--- src/rtl/spi_flash_driver.sv ---
// SPI master PHY: runs one flash operation per CS-low frame (command/address bits, then
// write-byte streaming or read-byte capture), CPHA=0 with configurable idle polarity.
module spi_flash_driver #(
    parameter int unsigned P_OPERATION_WIDTH  = 32,
    parameter int unsigned P_WRITE_DATA_WIDTH = 8,
    parameter int unsigned P_READ_DATA_WIDTH  = 8,
    parameter bit          P_CPOL             = 1'b0,
    parameter int unsigned P_SCK_HALF         = 2,
    parameter int unsigned P_CS_GAP           = 4
) (
    input  logic                          i_clk,
    input  logic                          i_rst_n,
    input  logic [P_OPERATION_WIDTH-1:0]  i_user_op_data,
    input  logic [1:0]                    i_user_op_type,
    input  logic [15:0]                   i_user_op_data_len,
    input  logic [15:0]                   i_user_op_clk_len,
    input  logic                          i_user_op_valid,
    output logic                          o_user_op_ready,
    input  logic [P_WRITE_DATA_WIDTH-1:0] i_user_write_data,
    output logic                          o_user_write_req,
    output logic [P_READ_DATA_WIDTH-1:0]  o_user_read_data,
    output logic                          o_user_read_valid,
    output logic                          o_spi_clk,
    output logic                          o_spi_cs,
    output logic                          o_spi_mosi,
    input  logic                          i_spi_miso
);

    localparam int unsigned OW = P_OPERATION_WIDTH;
    localparam int unsigned WW = P_WRITE_DATA_WIDTH;
    localparam int unsigned RW = P_READ_DATA_WIDTH;

    localparam logic [2:0] ST_IDLE  = 3'd0;
    localparam logic [2:0] ST_SETUP = 3'd1;
    localparam logic [2:0] ST_SHIFT = 3'd2;
    localparam logic [2:0] ST_HOLD  = 3'd3;
    localparam logic [2:0] ST_GAP   = 3'd4;

    localparam logic [1:0]  OP_READ   = 2'd1;
    localparam logic [1:0]  OP_WRITE  = 2'd2;
    localparam logic [15:0] HALF_LAST = 16'(P_SCK_HALF - 1);
    localparam logic [15:0] GAP_LAST  = 16'(P_CS_GAP - 1);

    logic [2:0]    state_q, state_d;
    logic [15:0]   cnt_q, cnt_d;
    logic          half_q, half_d;
    logic [15:0]   bit_q, bit_d;
    logic [OW-1:0] op_q, op_d;
    logic [1:0]    type_q, type_d;
    logic [15:0]   dlen_q, dlen_d;
    logic [15:0]   clen_q, clen_d;
    logic          mosi_q, mosi_d;
    logic          sck_q, sck_d;
    logic          cs_q, cs_d;
    logic [WW-1:0] wr_sh_q, wr_sh_d;
    logic          wr_load_q, wr_load_d;
    logic [RW-1:0] rd_sh_q, rd_sh_d;
    logic [15:0]   rd_cnt_q, rd_cnt_d;
    logic [RW-1:0] rd_data_q, rd_data_d;
    logic          rd_valid_q, rd_valid_d;

    logic          lead;
    logic [15:0]   pos;
    logic [15:0]   dlen_clamp;
    logic          wr_req;
    logic          rd_take;

    assign dlen_clamp = (i_user_op_data_len > 16'(OW)) ? 16'(OW) : i_user_op_data_len;
    // First cycle with SCK at its active level: the leading-edge cycle of bit bit_q.
    assign lead       = (state_q == ST_SHIFT) && !half_q && (cnt_q == 16'd0);
    assign pos        = bit_q + 16'd1 - dlen_q;

    // Request the byte whose first bit follows bit_q, only if the whole byte fits in the frame.
    // With data_len=0 the first byte has no preceding bit, so it is requested at SETUP entry.
    assign wr_req = (type_q == OP_WRITE) &&
                    ((lead && ({1'b0, bit_q} + 17'd1 >= {1'b0, dlen_q}) &&
                      ((pos % 16'(WW)) == 16'd0) &&
                      ({1'b0, bit_q} + 17'(WW + 1) <= {1'b0, clen_q})) ||
                     ((state_q == ST_SETUP) && (cnt_q == 16'd0) && (dlen_q == 16'd0) &&
                      (clen_q >= 16'(WW))));
    assign rd_take = (type_q == OP_READ) && lead && (bit_q >= dlen_q);

    always_comb begin
        state_d    = state_q;
        cnt_d      = cnt_q;
        half_d     = half_q;
        bit_d      = bit_q;
        op_d       = op_q;
        type_d     = type_q;
        dlen_d     = dlen_q;
        clen_d     = clen_q;
        mosi_d     = mosi_q;
        wr_sh_d    = wr_sh_q;
        wr_load_d  = wr_req;
        rd_sh_d    = rd_sh_q;
        rd_cnt_d   = rd_cnt_q;
        rd_data_d  = rd_data_q;
        rd_valid_d = 1'b0;

        if (wr_load_q) begin
            wr_sh_d = i_user_write_data;
            if (state_q == ST_SETUP) begin
                mosi_d  = i_user_write_data[WW-1];
                wr_sh_d = i_user_write_data << 1;
            end
        end

        if (rd_take) begin
            rd_sh_d  = {rd_sh_q[RW-2:0], i_spi_miso};
            rd_cnt_d = rd_cnt_q + 16'd1;
            if (rd_cnt_q == 16'(RW - 1)) begin
                rd_cnt_d   = 16'd0;
                rd_data_d  = {rd_sh_q[RW-2:0], i_spi_miso};
                rd_valid_d = 1'b1;
            end
        end

        case (state_q)
            ST_IDLE: begin
                if (i_user_op_valid) begin
                    state_d  = ST_SETUP;
                    cnt_d    = 16'd0;
                    half_d   = 1'b0;
                    bit_d    = 16'd0;
                    op_d     = i_user_op_data;
                    type_d   = i_user_op_type;
                    dlen_d   = dlen_clamp;
                    clen_d   = i_user_op_clk_len;
                    mosi_d   = (dlen_clamp != 16'd0) && i_user_op_data[OW-1];
                    wr_sh_d  = '0;
                    rd_cnt_d = 16'd0;
                end
            end
            ST_SETUP: begin
                if (cnt_q == HALF_LAST) begin
                    cnt_d   = 16'd0;
                    state_d = (clen_q == 16'd0) ? ST_HOLD : ST_SHIFT;
                end else begin
                    cnt_d = cnt_q + 16'd1;
                end
            end
            ST_SHIFT: begin
                if (cnt_q != HALF_LAST) begin
                    cnt_d = cnt_q + 16'd1;
                end else begin
                    cnt_d  = 16'd0;
                    half_d = ~half_q;
                    if (!half_q) begin
                        // Trailing edge: launch bit bit_q+1 (uses wr_sh_d so a same-cycle load counts).
                        op_d = op_q << 1;
                        if ({1'b0, bit_q} + 17'd1 < {1'b0, dlen_q}) begin
                            mosi_d = op_q[OW-2];
                        end else begin
                            mosi_d  = wr_sh_d[WW-1];
                            wr_sh_d = wr_sh_d << 1;
                        end
                    end else begin
                        bit_d = bit_q + 16'd1;
                        if (bit_q == clen_q - 16'd1) begin
                            state_d = ST_HOLD;
                        end
                    end
                end
            end
            ST_HOLD: begin
                if (cnt_q == HALF_LAST) begin
                    cnt_d   = 16'd0;
                    state_d = ST_GAP;
                    mosi_d  = 1'b0;
                end else begin
                    cnt_d = cnt_q + 16'd1;
                end
            end
            ST_GAP: begin
                if (cnt_q == GAP_LAST) begin
                    cnt_d   = 16'd0;
                    state_d = ST_IDLE;
                end else begin
                    cnt_d = cnt_q + 16'd1;
                end
            end
            default: state_d = ST_IDLE;
        endcase

        sck_d = P_CPOL ^ ((state_d == ST_SHIFT) && !half_d);
        cs_d  = !((state_d == ST_SETUP) || (state_d == ST_SHIFT) || (state_d == ST_HOLD));
    end

    always_ff @(posedge i_clk or negedge i_rst_n) begin
        if (!i_rst_n) begin
            state_q    <= ST_IDLE;
            cnt_q      <= 16'd0;
            half_q     <= 1'b0;
            bit_q      <= 16'd0;
            op_q       <= '0;
            type_q     <= 2'd0;
            dlen_q     <= 16'd0;
            clen_q     <= 16'd0;
            mosi_q     <= 1'b0;
            sck_q      <= P_CPOL;
            cs_q       <= 1'b1;
            wr_sh_q    <= '0;
            wr_load_q  <= 1'b0;
            rd_sh_q    <= '0;
            rd_cnt_q   <= 16'd0;
            rd_data_q  <= '0;
            rd_valid_q <= 1'b0;
        end else begin
            state_q    <= state_d;
            cnt_q      <= cnt_d;
            half_q     <= half_d;
            bit_q      <= bit_d;
            op_q       <= op_d;
            type_q     <= type_d;
            dlen_q     <= dlen_d;
            clen_q     <= clen_d;
            mosi_q     <= mosi_d;
            sck_q      <= sck_d;
            cs_q       <= cs_d;
            wr_sh_q    <= wr_sh_d;
            wr_load_q  <= wr_load_d;
            rd_sh_q    <= rd_sh_d;
            rd_cnt_q   <= rd_cnt_d;
            rd_data_q  <= rd_data_d;
            rd_valid_q <= rd_valid_d;
        end
    end

    assign o_user_op_ready   = (state_q == ST_IDLE);
    assign o_user_write_req  = wr_req;
    assign o_user_read_data  = rd_data_q;
    assign o_user_read_valid = rd_valid_q;
    assign o_spi_clk         = sck_q;
    assign o_spi_cs          = cs_q;
    assign o_spi_mosi        = mosi_q;

endmodule
--- config.mk ---
export PLATFORM = sky130hd
export DESIGN_NAME = spi_flash_driver
export DESIGN_NICKNAME = d
export VERILOG_FILES = /design/src/rtl/spi_flash_driver.sv
export SDC_FILE = /design/constraint.sdc
export NUM_CORES = 1
export LEC_CHECK = 0
export BUFFER_PORTS_ARGS = -buffer_cell sky130_fd_sc_hd__buf_2
export CAP_MARGIN = 10
export CORE_MARGIN = 5
export CORE_UTILIZATION = 45
export DETAILED_ROUTE_END_ITERATION = 10
export GPL_TIMING_DRIVEN = 0
export SLEW_MARGIN = 20
export SYNTH_ARGS = -nofsm -noshare
export SYNTH_HDL_FRONTEND = slang
export SYNTH_SLANG_ARGS = --single-unit
--- constraint.sdc ---
create_clock -name i_clk -period 11.53 [get_ports i_clk]
set_input_delay 2.8825 -clock i_clk [delete_from_list [all_inputs] [get_ports i_clk]]
set_output_delay 2.8825 -clock i_clk [all_outputs]
set_load 0.02 [all_outputs]
=== Word-level counts from Yosys, hierarchy flattened ===
Index checks and enable logic that the tools add are counted.

* Flip-flop bits (word level): 145
* Bits in latches: 0
* Bits in writable memories: 0
* ROM bits: 0
* Input port bits: 78
* Output and inout bits: 14
* Memories: 0

* Add/sub/neg operators: 7
* $mul: 0
* Div/mod/pow operators: 0
* Order comparisons: 6
* Equality and inequality tests: 18
* Shift operators: 0
* Muxes and demuxes: 46
* Bitwise gates (word level): 1
* Reductions and logical operators: 33

{| class="wikitable"
|+ Operator list
! kind !! number
|-
| two-way mux 16 bit || 11
|-
| two-way mux 31 bit || 3
|-
| zero test 16 bit || 4
|-
| case mux 16 bit (4 select lines) || 1
|-
| case mux 31 bit (2 select lines) || 1
|-
| adder 16 x 1 -> 16 bit (second input constant) || 3
|-
| two-way mux 8 bit || 6
|-
| case mux 16 bit (2 select lines) || 1
|-
| two-way mux 3 bit || 7
|-
| adder 16 x 1 -> 17 bit (second input constant) || 1
|-
| adder 16 x 4 -> 17 bit (second input constant) || 1
|-
| >= comparator 17 x 16 -> 1 bit || 1
|-
| <= comparator 17 x 16 -> 1 bit || 1
|-
| less-than comparator 17 x 16 -> 1 bit || 1
|-
| equality test 16 x 1 -> 1 bit (second input constant) || 1
|-
| equality test 16 bit || 1
|-
| equality test 16 x 2 -> 1 bit (second input constant) || 1
|-
| equality test 16 x 3 -> 1 bit (second input constant) || 1
|-
| >= comparator 16 bit || 1
|-
| >= comparator 16 x 4 -> 1 bit (second input constant) || 1
|-
| greater-than comparator 16 x 6 -> 1 bit (second input constant) || 1
|-
| != test 16 x 1 -> 1 bit (second input constant) || 1
|-
| case mux 8 bit (2 select lines) || 1
|-
| nonzero test 16 bit || 1
|-
| other kinds (22) || 59
|}

=== Longest topological paths before layout ===
* Depth after elaboration: 10
* Gate-level depth with buffers: 14
* Gate-level depth less buffers: 12

=== Worst setup path before layout ===
No wires, ideal clock.

* Path kind: reg-to-output
* From: reg bit_q[4]
* To: out o_user_write_req
* Data arrival time: 3.535 ns
* Data required time: 8.648 ns
* Path slack: 5.113 ns
* Cell stages (with the launch flop): 14
* Cells stage by stage: dfrtp_1 > clkbuf_1 > nand2_1 > nor3_1 > and3_1 > clkbuf_1 > nand3_1 > xnor2_1 > ha_1 > nand3_1 > or2_2 > a21oi_1 > nor2_1 > o41ai_1

* Cells in the longest elaborated chain, start to end: 7

{| class="wikitable"
|+ RTL lines
! item !! line !! text
|-
| from (decl) || 47 || <nowiki>logic [15:0] bit_q, bit_d;</nowiki>
|-
| from (signal assigned) || 212 || <nowiki>bit_q <= bit_d;</nowiki>
|-
| adder 16 x 1 -> 17 bit || 76 || <nowiki>((lead && ({1'b0, bit_q} + 17'd1 >= {1'b0, dlen_q}) &&</nowiki>
|-
| >= comparator 17 x 16 -> 1 bit || 76 ||
|-
| logical AND 1 bit (2 in a row) || 76 ||
|-
| logical AND 1 bit (*) || 77 || <nowiki>((pos % 16'(WW)) == 16'd0) &&</nowiki>
|-
| logical OR 1 bit (*) || 78 || <nowiki>({1'b0, bit_q} + 17'(WW + 1) <= {1'b0, clen_q})) ||</nowiki>
|-
| logical AND 1 bit (*) || 75 || <nowiki>assign wr_req = (type_q == OP_WRITE) &&</nowiki>
|-
| to (decl) || 20 || <nowiki>output logic o_user_write_req,</nowiki>
|}

Mark *: on every way between the ends. The rest lies on a longest branch, timed or not.

=== Final worst setup path ===
Ends and elaborated chain as after synthesis.

==> qor.txt <==
Max-cap violation count: 0
RSZ-0062 raised after global routing: no
ANT nets after route: 0
Synth-to-Final Area Change: 15.5%
Final setup fails: 0
GRT Residual Overflow: 0
Worst setup EP type: output port
Status: finished, final reports clean
Starting Density: 0.456
Final max-slew violation count: 0
Worst EP arrival: 4720 ps
Clock power share: 0.247
Row cnt: 52
GRT Total Usage: 0.214
Residual DRC: 0
Share of the synthesized area in the top cell type: 0.392
Sw Pwr: 975 uW
# resized after CTS: 0
Vias per cell: 5.56
Longest Clk Path Bufs: 2
Comb power frac: 0.432
Skew-Pair Late Insertion Delay: 430 ps
Largest stage delay, worst path: 700 ps
Non-filler instance count after layout: 1475
Post-synthesis compound-gate area fraction: 0.151
Design Area, Final: 0.0106 sq mm
Synthesized cell area: 0.00919 sq mm
DP Worst Slack: 4550 ps
Crit Path Category: reg2out
Mean routed wirelength per cell: 16.7 microns
Worst min path class: reg2reg
Final Net Count: 1325
Post-synth top cells: nand2_1, dfrtp_1, nor2_1
Syn Nets: 1214
Adder-cell area share of the yosys netlist: 0.0757
Antenna fix cells: 0
Vias in the first global route: 7994
Yosys Warn Count: 0
Synth top area cells: dfrtp_1, ha_1, nand2_1
Final Hold Viols: 0
DRT Pass-1 Iters: 6
Post-detail-place hpwl: 18.3 mm
Fmax: 0.132 GHz
Worst Path Required: 8650 ps
Highest-delay cell along the critical path: o41ai_1
Peak supply drop: 0.136 mV
Routed wire length: 24.6 mm
Post-CTS setup repair buffer count: 0
Ys flop type: dfrtp_1
DIE WIDTH: 153 microns
Internal power: 1330 uW
Syn avg cell area: 8.50 sq um
Worst-Margin Slew: 996 ps
Main combinational cell family by area after synthesis: simple AND/OR/NAND/NOR gates
Crit-path cells: clkbuf_1 -> nand2_1 -> nor3_1 -> and3_1 -> clkbuf_1 -> nand3_1 -> xnor2_1 -> ha_1 -> nand3_1 -> or2_2 -> a21oi_1 -> nor2_1 -> o41ai_1 -> buf_2
Placed insts: 1443
H-tree Lvls: 4
Via count: 8205
# clock sinks: 145
Post-Synth XOR/XNOR Area: 0.0448
CTS hold repair buffers: 0
Final worst slack: 3930 ps
Mux cell area share after synthesis: 0.0406
Period utilisation layout: 0.659
GPL Wtd Cong: 0.863
Initial DRC Count: 546
Sequential share of the synthesized area: 0.395
Placed inst area: 0.0100 sq mm
Share of cells above drive strength 1: 0.136
Sequential share of power: 0.320
Cts bufs inserted: 17
Leakage dissipation: 0.00486 uW
CTS tree: done
Top-Level Pins: 92
Post-synth EDFFs: 0
Critical Path Fanout Max: 9
Startpoint Class: flip-flop
Dominant cell type by area after synthesis: dfrtp_1
Power Density: 217 mW/mm^2
Synth cell types: 64
Worst rel slew slack: 0.319
Simple-gate share of the synthesized area: 0.246
Largest net degree at the start of global routing: 84
Clk_skew: 13.0 ps
Synth async-reset ratio: 1.00
Util after Layout: 0.526
Core area: 0.0202 sq mm
Final min period: 7600 ps
Switching Share: 0.423
Die Ht: 153 microns
Count leader, synth: nand2_1
CTS root buf: clkbuf_16
Post-Synthesis Cells: 1081
Clock slew at reported path FFs: 60 ps
Fillcell total: 1923
Initial antenna violation count: 2
Port Buffers: 91
Global-route wire length before repair: 41.1 mm
Synth Register Bits: 145
DIE AREA: 0.0234 sq mm
TNS Setup: 0 ps
through the flow:
step	hold slack, ps	total power (uW)
after floorplan	449	1440
after global placement	485	1720
after detailed placement	487	1740
after CTS	496	2310
after global routing	521	2490
final	499	2300
placed cells by master (no fill, tap or decap), drive strengths merged, types with 43 or more instances in the layout:
cell type / instances
clkbuf: 69
ha: 54
dfrtp: 144
a21oi: 43
buf: 103
o21ai: 68
a31oi: 47
nor2: 104
inv: 56
nand2: 169
power by group through the flow:
stage	logic, uW	clock network [uW]	registers, uW
floorplan	720	0	723
global route	1130	602	756
finish	995	570	737
detailed placement	995	0	744
CTS	1000	577	737
global placement	979	0	744
metal layers:
metal / share of wire / routed length (microns) / up-vias / GRT usage
met3: 0.046 / 1130 / 29 / 0.0444
li1: - / - / 4067 / -
met2: 0.48 / 11800 / 168 / 0.354
met4: 0.013 / 316 / 4 / 0.0509
met5: 0.00077 / 19 / - / 0
met1: 0.46 / 11400 / 3937 / 0.290
sequential cells by signal (all words and copies together) (netlist names):
signal and count:
bit_q 16, clen_q 16, cnt_q 16, dlen_q 16, half_q 1, o_spi_clk 1, o_spi_cs 1, o_spi_mosi 1
o_user_read_data 8, o_user_read_valid 1, op_q 31, rd_cnt_q 16, rd_sh_q 7, state_q 3, type_q 2, wr_load_q 1
wr_sh_q 8
cells by family (layout without fill, tap and decap cells):
group	count (synthesis)	count (layout)
buf+inv	113	237
fa+ha+maj	55	55
flops	145	145
compound gates	226	226
mux	35	35
simple gates	460	460
xor+xnor	47	47
final timing paths:
path / slack, ps / endpoint / start / depth (start not counted)
worst max-delay path: 3930 / o_user_write_req / bit_q[4] / 14
worst min-delay path: 500 / rd_cnt_q[15] / rd_cnt_q[15] / 1
worst max register to register: 7220 / wr_sh_q[5] / bit_q[0] / 12
worst min register to register: 500 / rd_cnt_q[15] / rd_cnt_q[15] / 1
max in group asynchronous: 8330 / rd_cnt_q[9] / i_rst_n / 2
min in group asynchronous: 2400 / cnt_q[7] / i_rst_n / 1
critical path: cells and delay by family (launching register included):
| kind | cells | cell delay (ps) |
|---|---|---|
| AND/OR/NAND/NOR | 7 | 1610 |
| XOR/XNOR | 1 | 190 |
| buffers and inverters | 3 | 960 |
| AO/OA/AOI/OAI | 2 | 860 |
| adder cells (fa/ha/maj) | 1 | 320 |
| flip-flops | 1 | 360 |
final cells by class:
class / instances / area [sq um] / area share
flip-flops and latches: 145 / 3630 / 0.342
repair buffers: 92 / 493 / 0.0464
inverters: 53 / 199 / 0.0187
well taps: 270 / 338 / 0.0318
clock buffers: 20 / 437 / 0.0411
clock inverters: 12 / 156 / 0.0147
multi-input cells: 823 / 5130 / 0.483
plain buffers: 60 / 235 / 0.0222
(Power assumes the default switching activity.)
